## src/rtl/mod255_frame_accumulator.sv

```systemverilog
// Per-frame mod-255 residue unit: streams bytes through an end-around-carry
// adder and reports one normalized residue plus beat count per frame.

module P8_node_adder (
    input  logic [7:0] a,
    input  logic [7:0] b,
    output logic [7:0] s
);
    logic [7:0] p;
    logic [7:0] g;
    logic [7:0] gg;
    logic [7:0] pp;
    logic [7:0] c;
    logic       cout;

    assign p = a ^ b;
    assign g = a & b;

    // Group generate/propagate; the block carry-out feeds back as carry-in.
    always_comb begin
        gg[0] = g[0];
        pp[0] = p[0];
        for (int i = 1; i < 8; i++) begin
            gg[i] = g[i] | (p[i] & gg[i-1]);
            pp[i] = p[i] & pp[i-1];
        end
    end

    assign cout = gg[7];

    always_comb begin
        c[0] = cout;
        for (int i = 1; i < 8; i++) begin
            c[i] = gg[i-1] | (pp[i-1] & cout);
        end
    end

    assign s = p ^ c;
endmodule

module mod255_frame_accumulator #(
    parameter int COUNT_W   = 16,
    parameter int NORMALIZE = 1
) (
    input  logic               clk,
    input  logic               rst_n,
    input  logic               in_valid,
    output logic               in_ready,
    input  logic [7:0]         in_data,
    input  logic               in_last,
    input  logic               in_abort,
    output logic               out_valid,
    input  logic               out_ready,
    output logic [7:0]         out_sum,
    output logic [COUNT_W-1:0] out_count
);
    typedef enum logic {ACCUM, HOLD} state_e;

    localparam logic [COUNT_W-1:0] CNT_MAX = {COUNT_W{1'b1}};

    state_e             state_q, state_d;
    logic [7:0]         acc_q, acc_d;
    logic [COUNT_W-1:0] cnt_q, cnt_d;
    logic [7:0]         out_sum_q, out_sum_d;
    logic [COUNT_W-1:0] out_count_q, out_count_d;
    logic               out_valid_q, out_valid_d;
    logic               live_q;

    logic [7:0]         sum;
    logic [7:0]         sum_norm;
    logic [COUNT_W-1:0] cnt_inc;
    logic               accept;

    P8_node_adder u_adder (
        .a (acc_q),
        .b (in_data),
        .s (sum)
    );

    // live_q keeps in_ready low while reset is asserted.
    assign in_ready  = live_q && (state_q == ACCUM);
    assign accept    = in_valid && in_ready;
    assign cnt_inc   = (cnt_q == CNT_MAX) ? cnt_q : cnt_q + 1'b1;
    assign sum_norm  = ((NORMALIZE != 0) && (sum == 8'hFF)) ? 8'h00 : sum;

    assign out_valid = out_valid_q;
    assign out_sum   = out_sum_q;
    assign out_count = out_count_q;

    always_comb begin
        state_d     = state_q;
        acc_d       = acc_q;
        cnt_d       = cnt_q;
        out_sum_d   = out_sum_q;
        out_count_d = out_count_q;
        out_valid_d = out_valid_q;
        unique case (state_q)
            ACCUM: begin
                if (in_abort) begin
                    acc_d = 8'h00;
                    cnt_d = '0;
                end else if (accept) begin
                    if (in_last) begin
                        out_sum_d   = sum_norm;
                        out_count_d = cnt_inc;
                        out_valid_d = 1'b1;
                        acc_d       = 8'h00;
                        cnt_d       = '0;
                        state_d     = HOLD;
                    end else begin
                        acc_d = sum;
                        cnt_d = cnt_inc;
                    end
                end
            end
            HOLD: begin
                if (out_ready) begin
                    out_valid_d = 1'b0;
                    state_d     = ACCUM;
                end
            end
            default: state_d = ACCUM;
        endcase
    end

    always_ff @(posedge clk or negedge rst_n) begin
        if (!rst_n) begin
            state_q     <= ACCUM;
            acc_q       <= 8'h00;
            cnt_q       <= '0;
            out_sum_q   <= 8'h00;
            out_count_q <= '0;
            out_valid_q <= 1'b0;
            live_q      <= 1'b0;
        end else begin
            state_q     <= state_d;
            acc_q       <= acc_d;
            cnt_q       <= cnt_d;
            out_sum_q   <= out_sum_d;
            out_count_q <= out_count_d;
            out_valid_q <= out_valid_d;
            live_q      <= 1'b1;
        end
    end
endmodule

```

## config.mk

```make
export PLATFORM = sky130hd
export DESIGN_NAME = mod255_frame_accumulator
export DESIGN_NICKNAME = d
export VERILOG_FILES = /design/src/rtl/mod255_frame_accumulator.sv
export SDC_FILE = /design/constraint.sdc
export NUM_CORES = 1
export LEC_CHECK = 0
export CORE_MARGIN = 2
export CORE_UTILIZATION = 59
export CTS_CLUSTER_DIAMETER = 50
export DETAILED_ROUTE_END_ITERATION = 12
export GPL_TIMING_DRIVEN = 0
export PLACE_DENSITY_LB_ADDON = 0.25
export SLEW_MARGIN = 20
export SYNTH_ARGS = -nofsm -noshare
export SYNTH_HDL_FRONTEND = slang
export SYNTH_HIERARCHICAL = 1
export SYNTH_SLANG_ARGS = --single-unit
```

## constraint.sdc

```tcl
create_clock -name clk -period 6.6 [get_ports clk]
set_input_delay 1.98 -clock clk [delete_from_list [all_inputs] [get_ports clk]]
set_output_delay 1.98 -clock clk [all_outputs]
set_load 0.02 [all_outputs]
```

# Yosys cells after proc, flatten, opt, wreduce, memory -nomap -nowiden
# Cells that the tools add are included.
totals:
  register_bits: 51
  input_bits: 14
  output_inout_bits: 26
  word_cells: 77
classes:
  add_sub_neg: 1
  n_eq_ne: 6
  n_mux: 18
  n_bitwise: 39
  reduce_logical: 6
ops:
  columns: ["operator", "n"]
  rows:
  - ["two-way mux 16 bit", 4]
  - ["two-way mux 8 bit", 4]
  - ["bitwise AND 1 bit", 20]
  - ["adder 16 x 1 -> 16 bit, second input constant", 1]
  - ["== test 16 bit, second input constant", 1]
  - ["XOR 8 bit", 2]
  - ["OR 1 bit", 14]
  - ["bitwise AND 8 bit", 1]
  - ["== test 8 bit, second input constant", 1]
  - ["two-way mux 1 bit", 8]
  - ["!= test 2 bit, second input constant", 4]
  - ["AND reduction 4 bit", 2]
  - ["case mux 1 bit (2 select lines)", 2]
  - ["logical AND 1 bit", 2]
  - ["NOT 1 bit", 2]
  - ["AND reduction 2 bit", 1]
  - ["nonzero test 2 bit", 1]

# Depth between registers and ports, before layout
depth:
  word_depth: 21
  depth_mapped: 10
  depth_no_buf: 10

# Cells and area by module
# The synthesis kept the hierarchy.
modules_own_cells:
  columns: ["mod", "n_inst", "cells_per_inst", "area_each_um2", "seq_area_each_um2"]
  rows:
  - ["mod255_frame_accumulator", 1, 245, 2473.6, 1276.2]
  - ["P8_node_adder", 1, 51, 395.4, 0.0]

# Least setup slack after synthesis
# No wires, ideal clock.
synth_timing:
  path_kind: "input to register"
  from: "input in_data[1]"
  to: "register out_sum_q[5], in the netlist out_sum[5]"
  setup_time_ns: 0.121
  arrival_time_ns: 3.922
  required_time_ns: 6.479
  setup_slack_ns: 2.557
  path_stages: 10
  path_buffers: 0
  cell_sequence: "ha_1 > a211oi_2 > o21ai_2 > a21oi_1 > fa_1 > inv_1 > nand4_1 > nor2_1 > nor2_2 > a22o_1"
synth_via:
  elab_cells_between_ends: 39
  classes_between: "1 x eq/ne; 1 x mux; 37 x bitwise"
synth_lines:
  columns: ["item", "line", "rtl"]
  rows:
  - ["from (decl)", "49", "input logic [7:0] in_data,"]
  - ["XOR 8 bit", "16", "assign p = a ^ b;"]
  - ["bitwise AND 1 bit", "24", "gg[i] = g[i] | (p[i] & gg[i-1]);"]
  - ["OR 1 bit *", "24", null]
  - ["bitwise AND 1 bit *", "24", null]
  - ["OR 1 bit *", "24", null]
  - ["bitwise AND 1 bit *", "24", null]
  - ["OR 1 bit *", "24", null]
  - ["bitwise AND 1 bit *", "24", null]
  - ["[... 3 more ...]", null, null]
  - ["bitwise AND 1 bit *", "24", null]
  - ["OR 1 bit *", "24", null]
  - ["bitwise AND 1 bit *", "24", null]
  - ["OR 1 bit *", "24", null]
  - ["XOR 8 bit *", "38", "assign s = p ^ c;"]
  - ["named net sum[0]", "69", "logic [7:0] sum;"]
  - ["== test 8 bit *", "84", "assign sum_norm = ((NORMALIZE != 0) && (sum == 8'hFF)) ? 8'h00 : sum;"]
  - ["two-way mux 8 bit *", "84", null]
  - ["to (signal assigned)", "139", "out_sum_q <= out_sum_d;"]
  - ["to (decl)", "64", "logic [7:0] out_sum_q, out_sum_d;"]
# Mark *: on every way through the listed nets, which the timed path passes. The rest lies on a longest branch.
# A chain may end at the register's enable or synchronous reset.

# Worst setup path after layout
layout_timing:
  from: "input in_data[1]"
  to: "register out_sum_q[7], in the netlist out_sum[7]"
# Same word-level chain as after synthesis.

==> flow_summary.html <==
<table>
<tr><th>Metric</th><th>Value</th></tr>
<tr><th colspan="2">Clock network</th></tr>
<tr><td>Clock sink count</td><td>51</td></tr>
<tr><td>Clock buffers created by TritonCTS</td><td>5</td></tr>
<tr><td>Root Buffer</td><td>clkbuf_8</td></tr>
<tr><td>Register clock-pin slew on the reported worst setup and hold paths</td><td>0.09 ns</td></tr>
<tr><td>Max H-tree Level</td><td>2</td></tr>
<tr><td>Number of buffers added for setup after CTS</td><td>0</td></tr>
<tr><td>Clock tree from TritonCTS</td><td>done</td></tr>
<tr><td>Largest buffer count on any clock path</td><td>2</td></tr>
<tr><td>Clock Latency Late Sink</td><td>0.31 ns</td></tr>
<tr><td>Quantity of hold-fixing buffers added after cts</td><td>0</td></tr>
<tr><td>Post-cts sizing count</td><td>0</td></tr>
<tr><th colspan="2">Power</th></tr>
<tr><td>Pwr Density</td><td>219 nW/um^2</td></tr>
<tr><td>Reported leakage power</td><td>0.00143 uW</td></tr>
<tr><td>Worst vdd rail ir drop</td><td>142 uV</td></tr>
<tr><th colspan="2">Synth</th></tr>
<tr><td>Ys flop type</td><td>dfrtp_1</td></tr>
<tr><td>Number of synthesis warnings</td><td>6</td></tr>
<tr><td>Sequential fraction of the synthesis area</td><td>44.5%</td></tr>
<tr><td>Most instantiated cells after synthesis</td><td>dfrtp_1 (51), nand2_1 (23), nor2_1 (22)</td></tr>
<tr><td>Synthesized cell area</td><td>2870 um^2</td></tr>
<tr><td>Per-instance average area after synthesis</td><td>9.69 um^2</td></tr>
<tr><td>Most frequent cell after synthesis</td><td>dfrtp_1</td></tr>
<tr><td>Count of state elements after synthesis</td><td>51</td></tr>
<tr><td>Largest area contributor in the netlist</td><td>dfrtp_1</td></tr>
<tr><td>Post-Synthesis Net Count</td><td>320</td></tr>
<tr><td>Yosys top cell area share</td><td>44.5%</td></tr>
<tr><td>Top cells by area, synth</td><td>dfrtp_1 (44%), a22o_1 (4.9%), xnor2_1 (4.0%), ha_1 (3.9%), o21ai_0 (3.3%)</td></tr>
<tr><td>Cell count after synthesis</td><td>296</td></tr>
<tr><td>Count of different cell masters after synthesis</td><td>57</td></tr>
<tr><td>Fraction of registers with async set/reset</td><td>100%</td></tr>
<tr><td>Number of enable flip-flop cells after synthesis</td><td>0</td></tr>
<tr><th colspan="2">Worst hold path</th></tr>
<tr><td>Instance count along the most critical hold path</td><td>2</td></tr>
<tr><td>Class of the tightest hold or removal check</td><td>reg -&gt; reg</td></tr>
<tr><th colspan="2">Drt</th></tr>
<tr><td>Routed wire length per instance</td><td>16.8 um</td></tr>
<tr><td>DRT Wirelength</td><td>6.69 mm</td></tr>
<tr><td>Vias</td><td>2487</td></tr>
<tr><td>Post-detailed-route count of antenna-violating nets</td><td>0</td></tr>
<tr><td>DR top layer</td><td>met4</td></tr>
<tr><td>Met2 Routed Length</td><td>3.09 mm</td></tr>
<tr><td>Violation count after the first detailed-routing iteration</td><td>188</td></tr>
<tr><td>Wl on met1</td><td>3.18 mm</td></tr>
<tr><td>Vias/cell</td><td>6.25</td></tr>
<tr><td>Number of detailed-routing iterations run before antenna repair</td><td>5</td></tr>
<tr><td>Routed length on met3</td><td>343 um</td></tr>
<tr><td>DRC errors left</td><td>0</td></tr>
<tr><th colspan="2">Layout</th></tr>
<tr><td>Final #Nets</td><td>367</td></tr>
<tr><td>Antenna diode instance count</td><td>0</td></tr>
<tr><td>Count of filler cells inserted in the layout</td><td>372</td></tr>
<tr><td>Sequential cell area in the final layout</td><td>1280 um^2</td></tr>
<tr><td>Multi-input logic area</td><td>1490 um^2</td></tr>
<tr><td>Share of the core filled with cells in the final layout</td><td>73.0%</td></tr>
<tr><td>Share of layout cells above drive strength 1</td><td>9.01%</td></tr>
<tr><td>Area Growth Syn to Fin</td><td>19.3%</td></tr>
<tr><th colspan="2">Floorplanning</th></tr>
<tr><td>Die width</td><td>73.7 um</td></tr>
<tr><td>Standard cell core area</td><td>4690 um^2</td></tr>
<tr><td>Number of rows in the core area</td><td>25</td></tr>
<tr><td>Y dimension of the die</td><td>73.7 um</td></tr>
<tr><td>Initial cell density of the core</td><td>61.1%</td></tr>
<tr><td>Top-level port count</td><td>40</td></tr>
<tr><td>Floorplan die area</td><td>5440 um^2</td></tr>
<tr><th colspan="2">STA</th></tr>
<tr><td>Transition time of the tightest slew-check pin</td><td>0.758 ns</td></tr>
<tr><td>Total Neg Setup Slack</td><td>0 ns</td></tr>
<tr><td>Clk_skew</td><td>0.00984 ns</td></tr>
<tr><td>Worst slew margin relative to its limit</td><td>49.0%</td></tr>
<tr><td>Max frequency</td><td>0.224 GHz</td></tr>
<tr><td>Tcrit/Tclk final</td><td>67.6%</td></tr>
<tr><td>Final count of hold timing violations</td><td>0</td></tr>
<tr><td>Worst hold margin</td><td>0.507 ns</td></tr>
<tr><td>Final critical path time including I/O delays and setup</td><td>4.46 ns</td></tr>
<tr><td>Count of pins over their slew limit</td><td>0</td></tr>
<tr><td>Setup violation total in the final timing report</td><td>0</td></tr>
<tr><td>Setup ws final</td><td>2.14 ns</td></tr>
<tr><td>RSZ-0062 raised after global routing</td><td>false</td></tr>
<tr><th colspan="2">Worst setup path</th></tr>
<tr><td>Endpoint of the worst register-to-register path</td><td>out_sum[7]</td></tr>
<tr><td>Critical Setup Path Class</td><td>in -&gt; reg</td></tr>
<tr><td>Kind of end point of the critical path</td><td>flip-flop</td></tr>
<tr><td>Timing endpoint of the critical path</td><td>out_sum[7]</td></tr>
<tr><td>Crit Reg-Reg Startpoint</td><td>acc_q[1]</td></tr>
<tr><td>Launch point of the worst path</td><td>in_data[1]</td></tr>
<tr><td>Maximum fanout along the worst path</td><td>8</td></tr>
<tr><td>Arrival time worst endpoint</td><td>4.66 ns</td></tr>
<tr><td>Reg2Reg Depth</td><td>10</td></tr>
<tr><td>R2R Setup Slk</td><td>3.80 ns</td></tr>
<tr><td>Startpoint type of the worst setup path</td><td>input pin</td></tr>
<tr><td>Data required time at the worst endpoint</td><td>6.80 ns</td></tr>
<tr><th colspan="2">Global routing</th></tr>
<tr><td>Number of antenna violations at the first check in global routing</td><td>0</td></tr>
<tr><td>Via count of the first global-routing pass</td><td>2137</td></tr>
<tr><td>Wire length of the first global-routing pass</td><td>10.8 mm</td></tr>
<tr><td>Pin count of the biggest net entering global routing</td><td>31</td></tr>
<tr><td>Sum of overflow across all layers after global routing</td><td>0</td></tr>
<tr><td>Total global routing track utilization</td><td>26.0%</td></tr>
<tr><th colspan="2">Placed design</th></tr>
<tr><td>Detailed-placement wirelength estimate</td><td>4.77 mm</td></tr>
<tr><td>Post-placement worst setup slack</td><td>1.81 ns</td></tr>
<tr><td>Weighted congestion reported at the end of routability-driven placement</td><td>0.870</td></tr>
<tr><td>Count of buffers inserted at the top-level ports</td><td>39</td></tr>
<tr><th colspan="2">Job</th></tr>
<tr><td>Max-cap violations</td><td>0</td></tr>
<tr><th colspan="2">Run status</th></tr>
<tr><td>Status</td><td>complete, no violations</td></tr>
</table>
-- power by group --
| group | internal [uW] | total (uW) | switching, uW |
|---|---|---|---|
| Combinational | 98.6 | 206 | 107 |
| Sequential | 347 | 367 | 20.2 |
| Clock | 74.7 | 178 | 104 |
-- worst max-delay path: stages --
cell	delay, ns
clkdlybuf4s50_1	0.40
ha_1	0.38
a211oi_2	0.32
o21ai_2	0.12
a21oi_1	0.31
fa_1	0.49
inv_1	0.11
nand4_1	0.10
nor2_1	0.15
nor2_2	0.11
a22o_1	0.20
-- flip-flops by register name, summed over array words and instances, names as in the netlist --
| name | count |
|---|---|
| out_sum | 8 |
| live_q | 1 |
| state_q | 1 |
| out_valid | 1 |
| acc_q | 8 |
| out_count | 16 |
| cnt_q | 16 |
-- how the worst min path moves through the flow --
stage | start | to | slack [ns]
floorplan | acc_q[7] | acc_q[7] | 0.45
global placement | out_count[0] | out_count[0] | 0.47
detailed placement | out_count[10] | out_count[10] | 0.48
CTS | out_count[0] | out_count[0] | 0.51
global route | out_sum[4] | out_sum[4] | 0.53
finish | out_count[0] | out_count[0] | 0.51
-- per-stage QoR --
| step | instances | total power [uW] | instance area [um^2] |
|---|---|---|---|
| 6_report | 398 | 751 | 3420 |
| 5_1_grt | 398 | 783 | 3420 |
| 4_1_cts | 398 | 753 | 3420 |
| 3_5_place_dp | 390 | 579 | 3340 |
| 2_1_floorplan | 296 | 481 | 2870 |
| 3_3_place_gp | 389 | 574 | 3330 |
-- cells by family after synthesis --
logic type                 after synthesis  synth area share, %
DFF                                     51                 44.5
buffers and inverters                   23                 3.58
xor gates and xnor gates                16                 4.88
adders and majority gates               10                 4.62
other                                    1                0.131
AOI/OAI and AO/OA                       97                 23.5
and+or+nand+nor                         98                 18.8
-- final cells by class --
class                           instances  area share [%]
Multi-Input combinational cell        222            43.5
Sequential cell                        51            37.3
Timing Repair Buffer                   40            11.8
Clock buffer                            7            2.23
Buffer                                 14            2.01
Tap cell                               54            1.97
Inverter                                9           0.987
Clock inverter                          1           0.146
-- placed cells by master, fill, tap and decap left out, types with 6 or more instances in the layout --
master / count
nand3_1: 7
nand2_1: 23
nand4_1: 6
xnor2_1: 13
o21ai_0: 19
clkdlybuf4s50_1: 38
nor2_1: 22
dfrtp_1: 51
a21oi_1: 18
a22o_1: 16
clkbuf_1: 7
buf_2: 7
ha_1: 9
a31oi_1: 14
nor3_1: 8
or3_1: 6
inv_1: 9
-- layer usage --
layer	up-vias	track usage (%)
met3	10	4.66
met5	-	0
met1	1186	38.5
met2	91	39.2
li1	1200	-
met4	0	7.47
(Power assumes the default switching activity.)
==> patch (config.mk and constraints unchanged) <==
Reset style: synchronous (`rst_n`), changed in one clocked block.
--- a/src/rtl/mod255_frame_accumulator.sv
+++ b/src/rtl/mod255_frame_accumulator.sv
@@ -123,7 +123,7 @@
         endcase
     end
 
-    always_ff @(posedge clk or negedge rst_n) begin
+    always_ff @(posedge clk) begin
         if (!rst_n) begin
             state_q     <= ACCUM;
             acc_q       <= 8'h00;
Behaviour: differs if rst_n is asserted again (counterexample within 4 cycles, from zero or initial values and one cycle with rst_n low); with rst_n held inactive, the same outputs for 4 cycles.
==> patch against the original RTL <==
Area after synthesis down 5.1%; count of clock-buffer cells in the layout down 1; hold slack worse by 41 ps; synthesized cell count up 11%; routed wire length down 2.8%; final area down 3.7%; worst setup slack worse by 50 ps; sequential cell count unchanged.
Power is not compared: it rests on default switching activity, and its combinational part moved more than twofold at a synthesized area within 25%.
==> patch: results (changes against the original RTL) <==
{| class="wikitable"
! Metric !! Value
|-
| Status || complete, no violations (unchanged)
|-
| Compound-Gate Fraction of Synth Area || 23.12% (was 23.46%)
|-
| Wirelength, routed || 6.504 mm (was 6.694 mm)
|-
| Min Hold Slack || 465.4 ps (was 506.8 ps)
|-
| Global-route usage over all layers || 27.02% (was 26.05%)
|-
| Placed standard-cell area || 0.003178 sq mm (was 0.003342 sq mm)
|-
| WP data arrival || 4700 ps (was 4660 ps)
|-
| Global-route wire length before repair || 11.15 mm (was 10.76 mm)
|-
| Worst setup slack before clock tree synthesis || 1806 ps (was 1810 ps)
|-
| Number of different library cells in the post-synthesis netlist || 59 (was 57)
|-
| Xor and xnor area share after synthesis || 4.825% (was 4.884%)
|-
| Detailed Route Iter0 Violations || 199 (was 188)
|-
| Post-Synth Adder-Cell Area || 4.871% (was 4.623%)
|-
| Sink of the worst hold path || out_valid$_SDFFE_PN0P_ (was out_count[0]$_DFFE_PN0P_)
|-
| Worst R2R Path Depth || 11 (was 10)
|-
| Largest net degree at the start of global routing || 16 (was 31)
|-
| Final net count || 398 (was 367)
|-
| Share of the cycle needed by the critical path after routing || 68.40% (was 67.64%)
|-
| Portion of netlist area occupied by mux cells || 1.149% (was 0%)
|-
| Origin of the worst min-delay path || out_valid$_SDFFE_PN0P_ (was out_count[0]$_DFFE_PN0P_)
|-
| Reg-to-Reg End || out_sum[3]$_SDFFE_PN0P_ (was out_sum[7]$_DFFE_PN0P_)
|-
| Worst slew margin relative to its limit || 54.03% (was 49.05%)
|-
| Flop2flop setup slack || 3810 ps (was 3800 ps)
|-
| Non-filler instance count after layout || 427 (was 398)
|-
| Weighted congestion at the end of routability-driven global placement || 0.9172 (was 0.8698)
|-
| Syn Inst Count || 328 (was 296)
|-
| Placed Cells incl. Taps || 419 (was 390)
|-
| Syn_nets || 352 (was 320)
|-
| Vias per std cell || 6.037 (was 6.249)
|-
| Source of the worst register-to-register timing path || acc_q[1]$_SDFFE_PN0P_ (was acc_q[1]$_DFFE_PN0P_)
|-
| Final clock skew || 5.565 ps (was 9.839 ps)
|-
| Synth cell count leaders || sky130_fd_sc_hd__dfxtp_1 (51), sky130_fd_sc_hd__nand2_1 (34), sky130_fd_sc_hd__nor2_1 (30), sky130_fd_sc_hd__a21oi_1 (29), sky130_fd_sc_hd__o21ai_0 (23) (was sky130_fd_sc_hd__dfrtp_1 (51), sky130_fd_sc_hd__nand2_1 (23), sky130_fd_sc_hd__nor2_1 (22), sky130_fd_sc_hd__o21ai_0 (19), sky130_fd_sc_hd__a21oi_1 (18))
|}
patch: cell count changes in the layout (fill, tap and decap cells not counted), sizes merged, moves of 6 or more:
cell / before / now
nand2: 23 / 34
dfrtp: 51 / 0
nand3: 7 / 18
a22o: 16 / 0
nor2: 23 / 30
a21oi: 19 / 30
dfxtp: 0 / 51
clkbuf: 13 / 19
a22oi: 0 / 13
patch: final cells by class:
cell class                 instances  area [sq um]
sequential                        51          1021
multi-input combinational        251          1549
tap                               52         65.06
timing repair buffer              39         390.4
clock buffer                       6         82.58
fill                             342          1119
inverter                           6         22.52
clock inverter                     2         35.03
buffer                            20         130.1
patch: power breakdown:
part	switching, mW	internal [mW]
Sequential	0.00298	0.313
Clock	0.105	0.123
Combinational	0.0391	0.0286
patch: metal layers:
metal  track usage [%]  up-vias  share of wire [%]
met5                 0        -                  0
met4             9.434        0                2.0
met3             4.167        9                4.0
met2             48.87       63                 51
met1             32.57     1227                 43
li1                  -     1279                  -
